## src/rtl/config_loader_pkg.sv

```systemverilog
// Shared types and the serial CRC-8 step used by the configuration loader.
package config_loader_pkg;

    // Loader sequencing: load the chain, recirculate it once, then report.
    typedef enum logic [1:0] {
        ST_IDLE  = 2'd0,
        ST_SHIFT = 2'd1,
        ST_CHECK = 2'd2,
        ST_DONE  = 2'd3
    } state_t;

    localparam logic [7:0] CRC8_POLY = 8'h07;

    // One serial CRC-8 step, MSB feedback, polynomial x^8 + x^2 + x + 1.
    function automatic logic [7:0] crc8_step(input logic [7:0] crc, input logic din);
        logic fb;
        fb = crc[7] ^ din;
        return {crc[6:0], 1'b0} ^ (fb ? CRC8_POLY : 8'h00);
    endfunction

endpackage

```

## src/rtl/config_loader_if.sv

```systemverilog
// Valid/ready stream carrying configuration words into the loader.
interface config_loader_if #(
    parameter int WORD_W = 8
);
    logic [WORD_W-1:0] cfg_data;
    logic              cfg_valid;
    logic              cfg_ready;

    modport master (
        output cfg_data,
        output cfg_valid,
        input  cfg_ready
    );

    modport slave (
        input  cfg_data,
        input  cfg_valid,
        output cfg_ready
    );
endinterface

```

## src/rtl/config_loader_crc8.sv

```systemverilog
// Serial CRC-8 accumulator: folds one bit per enabled cycle, clearable.
module cfg_crc8_serial
    import config_loader_pkg::*;
(
    input  logic       clk,
    input  logic       rst,
    input  logic       en,
    input  logic       clr,
    input  logic       din,
    output logic [7:0] crc
);

    // Clear has priority so a new load always starts from the zero seed.
    always_ff @(posedge clk or posedge rst) begin
        if (rst) begin
            crc <= 8'h00;
        end else if (clr) begin
            crc <= 8'h00;
        end else if (en) begin
            crc <= crc8_step(crc, din);
        end
    end

endmodule

```

## src/rtl/config_loader.sv

```systemverilog
// Configuration chain loader: serialises stream words LSB-first onto the
// cell-block chain, then recirculates the chain once and compares CRCs of
// the bits sent and the bits read back.
module config_loader
    import config_loader_pkg::*;
#(
    parameter int CHAIN_LEN = 64,
    parameter int WORD_W    = 8
) (
    input  logic            prog_clk,
    input  logic            rst,
    input  logic            start,
    config_loader_if.slave  cfg,
    input  logic            chain_out,
    output logic            chain_in,
    output logic            prog_en,
    output logic            busy,
    output logic            done,
    output logic            error
);

    localparam int CNT_W = $clog2(CHAIN_LEN + 1);
    localparam int IDX_W = (WORD_W > 1) ? $clog2(WORD_W) : 1;

    localparam logic [CNT_W-1:0] CNT_LAST = CNT_W'(CHAIN_LEN - 1);
    localparam logic [IDX_W-1:0] IDX_LAST = IDX_W'(WORD_W - 1);

    state_t             state;
    logic [WORD_W-1:0]  word_buf;
    logic               buf_vld;
    logic [IDX_W-1:0]   bit_idx;
    logic [CNT_W-1:0]   bit_cnt;

    logic               in_shift;
    logic               in_check;
    logic               launch;
    logic               last_bit;
    logic               word_end;
    logic               accept;
    logic               shift_bit;

    logic [7:0]         crc_a;
    logic [7:0]         crc_b;
    logic [7:0]         crc_b_next;

    assign in_shift = (state == ST_SHIFT);
    assign in_check = (state == ST_CHECK);
    assign launch   = start && ((state == ST_IDLE) || (state == ST_DONE));
    assign last_bit = (bit_cnt == CNT_LAST);
    assign word_end = (bit_idx == IDX_LAST);

    // A refill is offered either into an empty buffer or on the final bit of
    // the current word, which keeps prog_en continuous across word
    // boundaries; nothing is taken once the last chain bit is in flight.
    assign cfg.cfg_ready = in_shift && (!buf_vld || (word_end && !last_bit));
    assign accept        = cfg.cfg_valid && cfg.cfg_ready;

    // The outputs depend on registers only, apart from the recirculation path.
    assign shift_bit = in_shift && buf_vld && word_buf[bit_idx];
    assign prog_en   = (in_shift && buf_vld) || in_check;
    assign chain_in  = in_check ? chain_out : shift_bit;
    assign busy      = in_shift || in_check;

    // The final comparison needs the read-back CRC including this cycle's bit.
    assign crc_b_next = crc8_step(crc_b, chain_out);

    cfg_crc8_serial u_crc_a (
        .clk (prog_clk),
        .rst (rst),
        .en  (in_shift && buf_vld),
        .clr (launch),
        .din (shift_bit),
        .crc (crc_a)
    );

    cfg_crc8_serial u_crc_b (
        .clk (prog_clk),
        .rst (rst),
        .en  (in_check),
        .clr (launch),
        .din (chain_out),
        .crc (crc_b)
    );

    // Control FSM: state, word-buffer occupancy, bit index/counter and status.
    always_ff @(posedge prog_clk or posedge rst) begin
        if (rst) begin
            state   <= ST_IDLE;
            buf_vld <= 1'b0;
            bit_idx <= '0;
            bit_cnt <= '0;
            done    <= 1'b0;
            error   <= 1'b0;
        end else begin
            case (state)
                ST_IDLE, ST_DONE: begin
                    if (start) begin
                        state   <= ST_SHIFT;
                        buf_vld <= 1'b0;
                        bit_idx <= '0;
                        bit_cnt <= '0;
                        done    <= 1'b0;
                        error   <= 1'b0;
                    end
                end

                ST_SHIFT: begin
                    if (buf_vld) begin
                        bit_cnt <= bit_cnt + 1'b1;
                        if (last_bit) begin
                            // Chain full: leftover MSBs of the last word are dropped.
                            state   <= ST_CHECK;
                            bit_cnt <= '0;
                            bit_idx <= '0;
                            buf_vld <= 1'b0;
                        end else if (word_end) begin
                            bit_idx <= '0;
                            buf_vld <= accept;
                        end else begin
                            bit_idx <= bit_idx + 1'b1;
                        end
                    end else if (accept) begin
                        buf_vld <= 1'b1;
                        bit_idx <= '0;
                    end
                end

                ST_CHECK: begin
                    if (last_bit) begin
                        state   <= ST_DONE;
                        bit_cnt <= '0;
                        done    <= 1'b1;
                        error   <= (crc_a != crc_b_next);
                    end else begin
                        bit_cnt <= bit_cnt + 1'b1;
                    end
                end

                default: begin
                    state <= ST_IDLE;
                end
            endcase
        end
    end

    // Word buffer data: zeroed on launch, loaded on every accepted word.
    always_ff @(posedge prog_clk) begin
        if (launch) begin
            word_buf <= '0;
        end else if (accept) begin
            word_buf <= cfg.cfg_data;
        end
    end

endmodule

```

## src/flat_wrapper.sv

```systemverilog
// flat-port wrapper written by rule: the top's interface ports become plain ports
module config_loader_flat import config_loader_pkg::*;
#(
    parameter int CHAIN_LEN = 64,
    parameter int WORD_W    = 8
)
  (prog_clk, rst, start, chain_out, chain_in, prog_en, busy, done, error, cfg_cfg_data, cfg_cfg_valid, cfg_cfg_ready);
  config_loader_if #(.WORD_W(WORD_W)) cfg_i ();
  input  logic prog_clk;
  input  logic rst;
  input  logic start;
  input  logic chain_out;
  output logic chain_in;
  output logic prog_en;
  output logic busy;
  output logic done;
  output logic error;
  input wire logic [$bits(cfg_i.cfg_data)-1:0] cfg_cfg_data;
  input wire logic [$bits(cfg_i.cfg_valid)-1:0] cfg_cfg_valid;
  output wire logic [$bits(cfg_i.cfg_ready)-1:0] cfg_cfg_ready;
  assign cfg_i.cfg_data = cfg_cfg_data;
  assign cfg_i.cfg_valid = cfg_cfg_valid;
  assign cfg_cfg_ready = cfg_i.cfg_ready;
  config_loader #(.CHAIN_LEN(CHAIN_LEN), .WORD_W(WORD_W)) u_core (.prog_clk(prog_clk), .rst(rst), .start(start), .cfg(cfg_i), .chain_out(chain_out), .chain_in(chain_in), .prog_en(prog_en), .busy(busy), .done(done), .error(error));
endmodule
```

## config.mk

```make
export PLATFORM = sky130hd
export DESIGN_NAME = config_loader_flat
export DESIGN_NICKNAME = d
export VERILOG_FILES = /design/src/rtl/config_loader_pkg.sv /design/src/rtl/config_loader_if.sv /design/src/rtl/config_loader_crc8.sv /design/src/rtl/config_loader.sv /design/src/flat_wrapper.sv
export SDC_FILE = /design/constraint.sdc
export NUM_CORES = 1
export LEC_CHECK = 0
export ABC_CLOCK_PERIOD_IN_PS = 1700
export CAP_MARGIN = 5
export CORE_MARGIN = 2
export CORE_UTILIZATION = 50
export DETAILED_ROUTE_END_ITERATION = 6
export PLACE_DENSITY = 0.74
export RECOVER_POWER = 100
export SLEW_MARGIN = 20
export SYNTH_ARGS = -nofsm -noshare
export SYNTH_HDL_FRONTEND = slang
export SYNTH_SLANG_ARGS = --single-unit
```

## constraint.sdc

```tcl
create_clock -name prog_clk -period 1.7 [get_ports prog_clk]
set_input_delay 0.34 -clock prog_clk [delete_from_list [all_inputs] [get_ports prog_clk]]
set_output_delay 0.34 -clock prog_clk [all_outputs]
set_load 0.01 [all_outputs]
```

# Yosys cells after proc, flatten, opt, wreduce, memory -nomap -nowiden
# Index checks and enable logic that the tools add are counted.
dict set report classes {
  n_addsub 2
  multipliers 0
  div_mod_pow 0
  n_lt_le_gt_ge 1
  n_eq_ne 11
  shift 0
  n_mux 34
  bitwise 4
  n_reduce_logical 23
}
# operator n
set ops {}
lappend ops {{8-bit 2-to-1 mux} 4}
lappend ops {{3-bit 2-to-1 mux} 7}
lappend ops {{7-bit 2-to-1 mux} 3}
lappend ops {{7-bit one-hot mux with 3 select lines} 1}
lappend ops {{1-bit 2-to-1 mux} 9}
lappend ops {{2-bit 2-to-1 mux} 4}
lappend ops {{8-bit != test} 1}
lappend ops {{2-bit nonzero test} 4}
lappend ops {{8-bit by 3-bit XOR with 8-bit output} 1}
lappend ops {{8-bit XOR} 1}
lappend ops {{7-bit by 1-bit adder with 7-bit output (second input constant)} 1}
lappend ops {{7-bit by 6-bit equality test with 1-bit output (second input constant)} 1}
lappend ops {{1-bit logical AND} 6}
lappend ops {{2-bit != test (second input constant)} 3}
lappend ops {{1-bit one-hot mux with 2 select lines} 3}
lappend ops {{2-bit one-hot mux with 3 select lines} 1}
lappend ops {{3-bit one-hot mux with 2 select lines} 1}
lappend ops {{3-bit AND reduction} 2}
lappend ops {{2-bit equality test (second input constant)} 2}
lappend ops {{1-bit logical OR} 4}
lappend ops {{3-bit by 4-bit < comparator with 1-bit output (second input constant)} 1}
lappend ops {{2-bit AND reduction} 2}
lappend ops {{4-bit AND reduction} 1}
lappend ops {{3-bit by 1-bit adder with 3-bit output (second input constant)} 1}
lappend ops {{9 further kinds} 11}
dict set report word_totals {
  regBits 39
  latch_bits 0
  ram_bits 0
  mem_bits_ro 0
  inputBits 13
  output_inout_bits 6
  n_memories 0
}

# Depth between registers and ports, before layout
# Gate-level depths: netlist of the first run.
dict set report depth {
  word_depth 10
  mapped_depth 7
  ltp_nobuf 7
}

# Modules after synthesis
# Synthesis of the first run repeated with hierarchy kept, for this count alone.
dict set report hier_totals {
  hier_cells 214
  area_unflattened_um2 2097.0
}
# mod instances cells_per_inst area_each_um2
set by_module_without_submodules {}
lappend by_module_without_submodules {config_loader 1 148 1343.8}
lappend by_module_without_submodules {cfg_crc8_serial 2 33 376.6}

# Least setup slack after synthesis of the first run
# Ideal clock, no wire load.
dict set report synth_path {
  kind {register to register}
  from {register u_core.state[0]}
  to {register u_core.bit_cnt[5]}
  setup_time_ps 95
  t_arrival_ps 1700
  slack_ps -96
  path_stages_with_launch 7
  path_buffers 0
  period_less_slack_ps 1796
  path_cell_list {dfrtp_1 inv_1 ha_1 nand2b_1 o21ai_2 or4_1 o31ai_1}
}
dict set report synth_between {
  elab_chain_len 4
  elab_cells_between_ends 9
  classes_between {eq/ne (5); mux (1); reduce/logical (3)}
}
# item line_no
set synth_rtl {}
lappend synth_rtl {{start: declaration} config_loader.sv:28} ;# state_t state;
lappend synth_rtl {{start signal: assignment} config_loader.sv:88} ;# state <= ST_IDLE;
lappend synth_rtl {{start signal: assignment} config_loader.sv:98} ;# state <= ST_SHIFT;
lappend synth_rtl {{start signal: assignment} config_loader.sv:112} ;# state <= ST_CHECK;
lappend synth_rtl {{2-bit equality test / 2-bit zero test (equally long branches)} config_loader.sv:95} ;# case (state)
lappend synth_rtl {{2-bit OR reduction} config_loader.sv:95}
lappend synth_rtl {{2-bit != test (no line)} n/a}
lappend synth_rtl {{2-bit AND reduction (no line)} n/a}
lappend synth_rtl {{end signal: assignment} config_loader.sv:109} ;# bit_cnt <= bit_cnt + 1'b1;
lappend synth_rtl {{end signal: assignment} config_loader.sv:135} ;# bit_cnt <= bit_cnt + 1'b1;
lappend synth_rtl {{end: declaration} config_loader.sv:32} ;# logic [CNT_W-1:0] bit_cnt;
# Several ways; a longest one is shown, not always the timed one.
# A chain may end at the register's enable or synchronous reset.

# Worst setup path after layout of the first run
dict set report layout_path {
  from {register u_core.bit_idx[1]}
  to {output cfg_cfg_ready}
}
dict set report layout_between {
  elab_chain_len 4
}
# item line_no
set layout_rtl {}
lappend layout_rtl {{start: declaration} config_loader.sv:31} ;# logic [IDX_W-1:0] bit_idx;
lappend layout_rtl {{start signal: assignment} config_loader.sv:120} ;# bit_idx <= bit_idx + 1'b1;
lappend layout_rtl {{3-bit equality test} config_loader.sv:50} ;# assign word_end = (bit_idx == IDX_LAST);
lappend layout_rtl {{1-bit logical AND} config_loader.sv:55} ;# assign cfg.cfg_ready = in_shift && (!buf_vld || (word_end && !last_bit));
lappend layout_rtl {{1-bit logical OR} config_loader.sv:55}
lappend layout_rtl {{1-bit logical AND} config_loader.sv:55}
lappend layout_rtl {{end: declaration} flat_wrapper.sv:20} ;# output wire logic [$bits(cfg_i.cfg_ready)-1:0] cfg_cfg_ready;
# No other way between the ends.

==> run_results.csv, run 1 <==
group,metric,value,unit
yosys,syn-instance-count,217,
global_routing,track_usage,25.5,%
floorplanning,die_area,4560,um2
layout,nNetsFinal,302,
timing,max_freq,497,MHz
timing,clock_skew,0.00881,ns
clock_tree,cts_tree,"built",
yosys,synth_edf_count,0,
timing,worst_pin_slew,0.770,ns
floorplanning,fp.dieH,67.5,um
detailed_routing,first_pass_iters,4,
setup_path,startpoint_type,"flop",
power,power_density,1670,nW/um2
outcome,violations,"negative setup slack",
timing,fin_crit_sh,118,%
clock_tree,path_clk_slew,0.07,ns
yosys,synth_largest_area_cell,"dfrtp_1",
placed_design,dpl.hpwl,3360,um
yosys,synth_cell_types,38,
global_routing,antenna_found_initial,0,
setup_path,crit_family,"buffers and inverters",
setup_path,cpPeakStageDelay,0.40,ns
yosys,synth_common_cells,"nand2_1 (32), dfrtp_1 (31), nor2_1 (18)",
clock_tree,cts_root_buffer,"clkbuf_8",
yosys,yosysMostFrequentCell,"nand2_1",
setup_path,cp.buffers_inverters,4,
setup_path,critPathKind,"reg -> out",
yosys,ys_seq_area_share,46.4,%
detailed_routing,drtAntennaViolNets,0,
yosys,syn-cell-area,2020,um2
detailed_routing,vias,1860,
floorplanning,core_area,3940,um2
detailed_routing,vias_per_cell,5.57,
yosys,synth.avg_cell_area,9.29,um2
setup_path,slowest_stage,"dfrtp_1",
clock_tree,cts_max_level,2,
yosys,ys_seq_elements,39,
power,peakVddDrop,1.02,mV
detailed_routing,drtIter0Drc,113,
timing,slew_headroom,48.6,%
floorplanning,io_pins,19,
power,power.leakage,0.00129,uW
clock_tree,cts.sinks,39,
setup_path,worstPathMaxFanout,2,
layout,final.fill_count,258,
yosys,synth_area_leaders,"dfrtp_1 (38%), dfxtp_1 (7.9%), nand2_1 (6.0%)",
layout,drive_above_1_share,32.4,%
setup_path,end_kind,"output port",
clock_tree,cts_buffers,5,
clock_tree,cts.path.max_buffers,2,
outcome,status,"finished with violations",
timing,drv_slew,0,
yosys,ys.flop_type,"dfrtp_1",
hold_path,hp-class,"reg -> reg",
layout,fin_util,74.2,%
clock_tree,ctsHoldBuffers,0,
timing,finalCriticalPeriod,2.01,ns
clock_tree,clk_latency,0.29,ns
setup_path,crit_chain,"buf_4, buf_4, buf_6, ha_4, ha_4, o21ai_2, a21oi_1, buf_2",
detailed_routing,drc,0,
yosys,async_flop_share,79.5,%
timing,totalNegativeSetupSlack,-3.83,ns
setup_path,crit_arrival,1.67,ns
yosys,synth_top_cell_area_share,38.5,%
placed_design,gp_congestion,0.837,
timing,hold_viol_final,0,
job,cap_violations,0,
timing,setup_viol,20,
global_routing,gr-total-overflow,0,
global_routing,grt_pass1_wl,8430,um
layout,diodes,0,
yosys,synth_nets,236,
timing,whs,0.457,ns
detailed_routing,wl,5360,um
floorplanning,die_w,67.5,um
timing,rsz0062_at_grt,"true",
floorplanning,row_count,23,
placed_design,portBuffers,18,
global_routing,grt_pass1_vias,1780,
floorplanning,start_util,51.2,%
yosys,yosys_warnings,0,
timing,fin_ws,-0.314,ns
setup_path,required,1.36,ns
layout,area_growth,45.0,%
detailed_routing,avgRoutedWirePerCell,16.0,um
global_routing,grt_max_degree,32,
power breakdown:
| group | switching (uW) | leakage [uW] | internal, uW |
|---|---|---|---|
| logic | 1320 | 0.000749 | 1350 |
| registers | 222 | 0.000483 | 1180 |
| clock network | 319 | 0.0000612 | 475 |
| total | 1860 | 0.00129 | 3010 |
flip-flops by register name, indices dropped and copies added, names as in the netlist:
signal and count:
u_core.u_crc_a.crc 8, u_core.u_crc_b.crc 8, u_core.word_buf 8, u_core.bit_cnt 7
u_core.bit_idx 3, u_core.state 2, u_core.buf_vld 1, u_core.done 1
u_core.error 1
worst reg2reg max path: cells and delay by family (launching register included):
family | cells | cell delay (ns)
buffers and inverters | 4 | 0.47
flip-flops | 1 | 0.38
AO/OA/AOI/OAI | 1 | 0.08
XOR/XNOR | 2 | 0.27
multiplexers | 2 | 0.70
through the flow:
| step | instance area (um2) | setup slack [ns] | std cells | power, uW |
|---|---|---|---|---|
| global route | 2920 | -0.368 | 334 | 5200 |
| CTS | 2850 | -0.326 | 332 | 4740 |
| finish | 2920 | -0.314 | 334 | 4880 |
| detailed placement | 2560 | -0.372 | 315 | 3640 |
| global placement | 2560 | -0.347 | 315 | 3590 |
| floorplan | 2040 | -0.0209 | 217 | 2690 |
cells in the final DEF (no fill, tap or decap), types with 2 or more instances in the layout:
cell type / instances
xnor2_1: 7
o21ai_0: 8
buf_12: 2
clkbuf_8: 6
o2111ai_1: 2
inv_1: 7
dlygate4sd3_1: 2
a31oi_1: 4
nand4_1: 2
nor3_1: 4
nand3_2: 2
dfrtp_1: 31
xnor2_2: 2
nor2b_1: 2
ha_1: 2
clkdlybuf4s50_1: 12
nand2b_1: 2
o21ai_1: 11
buf_6: 5
mux4_2: 2
dfxtp_1: 8
nor2_1: 16
mux2i_1: 8
nand2_1: 30
a21oi_1: 13
clkbuf_2: 3
a22o_1: 3
nand3_1: 9
buf_2: 3
xor2_1: 3
nor2_2: 2
buf_4: 41
ha_4: 3
a21oi_4: 2
final timing paths:
kind                                    startpoint                     to  slack (ns)  depth (start not counted)
worst max-delay path             u_core.bit_idx[1]          cfg_cfg_ready       -0.31                          8
worst min-delay path            u_core.word_buf[5]     u_core.word_buf[5]        0.46                          2
worst max register to register   u_core.bit_idx[1]  u_core.u_crc_a.crc[1]       -0.29                          9
worst min register to register  u_core.word_buf[5]     u_core.word_buf[5]        0.46                          2
max in group asynchronous                      rst            u_core.done        0.50                          3
min in group asynchronous                      rst  u_core.u_crc_b.crc[2]        0.70                          3
repair_timing:
item,CTS,global route
setup buffers,9,2
pin swaps,7,3
gates resized for setup,45,17
endpoints found under the setup margin,19,25
cell type report:
class,count,area [um2],area share (%)
Tap cell,50,62.6,2.14
Inverter,8,35.0,1.20
Multi-Input combinational cell,161,1200,41.0
Clock buffer,6,82.6,2.82
Clock inverter,2,35.0,1.20
Timing Repair Buffer,68,574,19.6
Sequential cell,39,936,32.0
routing by layer:
layer	part of all wire, %	GRT usage, %	up-vias
met1	43	33.9	900
met2	50	38.0	52
li1	-	-	894
met4	2.3	13.3	0
met5	0	0	-
met3	4.5	6.83	14
cells by family after synthesis:
logic type               share of synthesized area [%]
XOR/XNOR                                          6.02
AO/OA/AOI/OAI                                     15.4
buffers and inverters                             3.23
flip-flops                                        46.4
multiplexers                                      7.69
adder cells (fa/ha/maj)                           3.72
AND/OR/NAND/NOR                                   17.5
Power figures use the tool's default switching activity.
==> run 2, diff against run 1 <==
- MAX_ROUTING_LAYER: not set -> met4
- SLEW_MARGIN: 20 -> not set
==> run_results.csv, run 2 (synthesis gave the netlist of run 1 again) <==
group,metric,value,unit
layout,reg.largest.list,"u_core.u_crc_a.crc (8), u_core.u_crc_b.crc (8), u_core.word_buf (8)",
detailed_routing,vias_per_cell,5.57,
setup_path,crit_chain,"buf_4, buf_4, buf_6, ha_4, ha_4, o21ai_2, a21oi_1, buf_2",
power,p_switching,1860,uW
hold_path,min_to,"u_core.word_buf[5]",
setup_path,end_kind,"output port",
detailed_routing,first_pass_iters,4,
detailed_routing,drtIter0Drc,148,
timing,whs,0.457,ns
setup_path,r2r-start,"u_core.bit_idx[1]",
hold_path,hp-class,"reg -> reg",
global_routing,track_usage,26.2,%
clock_tree,cts_tree,"built",
timing,setup_viol,20,
clock_tree,path_clk_slew,0.07,ns
timing,worst_pin_slew,0.774,ns
global_routing,grt_max_degree,32,
setup_path,worstPathMaxFanout,2,
layout,nNetsFinal,302,
job,cap_violations,0,
power,peakVddDrop,1.02,mV
timing,rsz0062_at_grt,"true",
layout,diodes,0,
setup_path,critPathKind,"reg -> out",
outcome,status,"finished with violations",
detailed_routing,avgRoutedWirePerCell,16.0,um
hold_path,hold_path_depth,2,
placed_design,portBuffers,18,
setup_path,startpoint_type,"flop",
detailed_routing,wl,5350,um
clock_tree,ctsHoldBuffers,0,
placed_design,place_area,2560,um2
layout,final_cell_mix,"buf_4 (41), dfrtp_1 (31), nand2_1 (30)",
setup_path,required,1.36,ns
hold_path,min_from,"u_core.word_buf[5]",
global_routing,gr-total-overflow,0,
setup_path,slowest_stage,"dfrtp_1",
clock_tree,cts_max_level,2,
floorplanning,die_w,67.5,um
layout,area_growth,45.0,%
floorplanning,die_area,4560,um2
power,power_density,1670,nW/um2
detailed_routing,drtAntennaViolNets,0,
timing,drv_slew,0,
power,swShare,38.2,%
clock_tree,cts.path.max_buffers,2,
layout,drive_above_1_share,32.4,%
layout,fin_area,2920,um2
power,pwr-share-seq,28.8,%
power,power.leakage,0.00129,uW
floorplanning,io_pins,19,
timing,slew_headroom,48.4,%
power,comb_power_share,54.9,%
placed_design,dpl.hpwl,3360,um
power,p_int,3010,uW
clock_tree,cts_buffers,5,
placed_design,place_ws,-0.372,ns
floorplanning,fp.dieH,67.5,um
clock_tree,cts_root_buffer,"clkbuf_8",
setup_path,cpPeakStageDelay,0.40,ns
global_routing,grt_pass1_wl,8430,um
detailed_routing,vias,1861,
floorplanning,row_count,23,
timing,fin_crit_sh,118,%
setup_path,reg2regPathDepth,9,
layout,layout_commonest_cell,"buf_4",
setup_path,r2r_end,"u_core.u_crc_a.crc[1]",
setup_path,crit_arrival,1.67,ns
global_routing,grt_pass1_vias,1785,
timing,clock_skew,0.00946,ns
timing,finalCriticalPeriod,2.01,ns
placed_design,gp_congestion,0.850,
power,clkPwrFrac,16.3,%
floorplanning,start_util,51.2,%
outcome,violations,"negative setup slack",
global_routing,antenna_found_initial,0,
timing,hold_viol_final,0,
detailed_routing,drc,0,
floorplanning,core_area,3940,um2
timing,max_freq,496,MHz
setup_path,ff2ff_setup_slack,-0.29,ns
clock_tree,cts.sinks,39,
clock_tree,clk_latency,0.29,ns
timing,fin_ws,-0.314,ns
run 2: cell type report:
class                      instances  area (um2)
inverter                           8        35.0
timing repair buffer              68         574
clock inverter                     2        35.0
fill                             258        1020
clock buffer                       6        82.6
sequential                        39         936
multi-input combinational        161        1200
tap                               50        62.6
run 2: worst max-delay path by stage:
stage                     depth (start not counted)                 to         startpoint  slack [ns]
final                                             8      cfg_cfg_ready  u_core.bit_idx[1]       -0.31
after floorplan                                   6  u_core.bit_cnt[5]    u_core.state[0]       -0.02
after global routing                              5           chain_in  u_core.bit_idx[1]       -0.37
after global placement                            4           chain_in  u_core.bit_idx[1]       -0.35
after detailed placement                          4           chain_in  u_core.bit_idx[1]       -0.37
after CTS                                         5           chain_in  u_core.bit_idx[1]       -0.33
run 2: critical path: cells and delay by family (launching register included):
kind | cells | cell delay [ns]
flip-flops | 1 | 0.40
adder cells (fa/ha/maj) | 2 | 0.32
AO/OA/AOI/OAI | 2 | 0.15
buffers and inverters | 4 | 0.53
run 2: routing by layer:
layer	global-route usage, %	vias up	share of wire (%)
li1	-	894	-
met5	-	-	0
met2	38.0	52	50
met4	13.3	0	2.4
met1	33.8	901	43
met3	6.83	14	4.5
run 2: metrics by stage:
stage	power [uW]	setup TNS, ns	std cells	utilization [%]
6_report	4880	-3.83	334	74.2
3_5_place_dp	3640	-1.72	315	65.0
2_1_floorplan	2690	-0.130	217	-
3_3_place_gp	3590	-1.40	315	65.0
5_1_grt	5200	-5.71	334	74.2
4_1_cts	4740	-1.73	332	72.3
run 2: timing repair:
action | CTS | global route
buffers inserted | 9 | 2
gates cloned | 0 | 0
resized for setup | 45 | 17
pin swaps | 7 | 3
setup endpoints to repair | 19 | 25
run 2: power groups by stage:
stage               sequential, uW  clock (uW)  combinational (uW)
floorplan                     1340           0                1350
global placement              1380           0                2220
detailed placement            1380           0                2260
CTS                           1400         822                2520
global route                  1430         858                2910
finish                        1400         794                2680
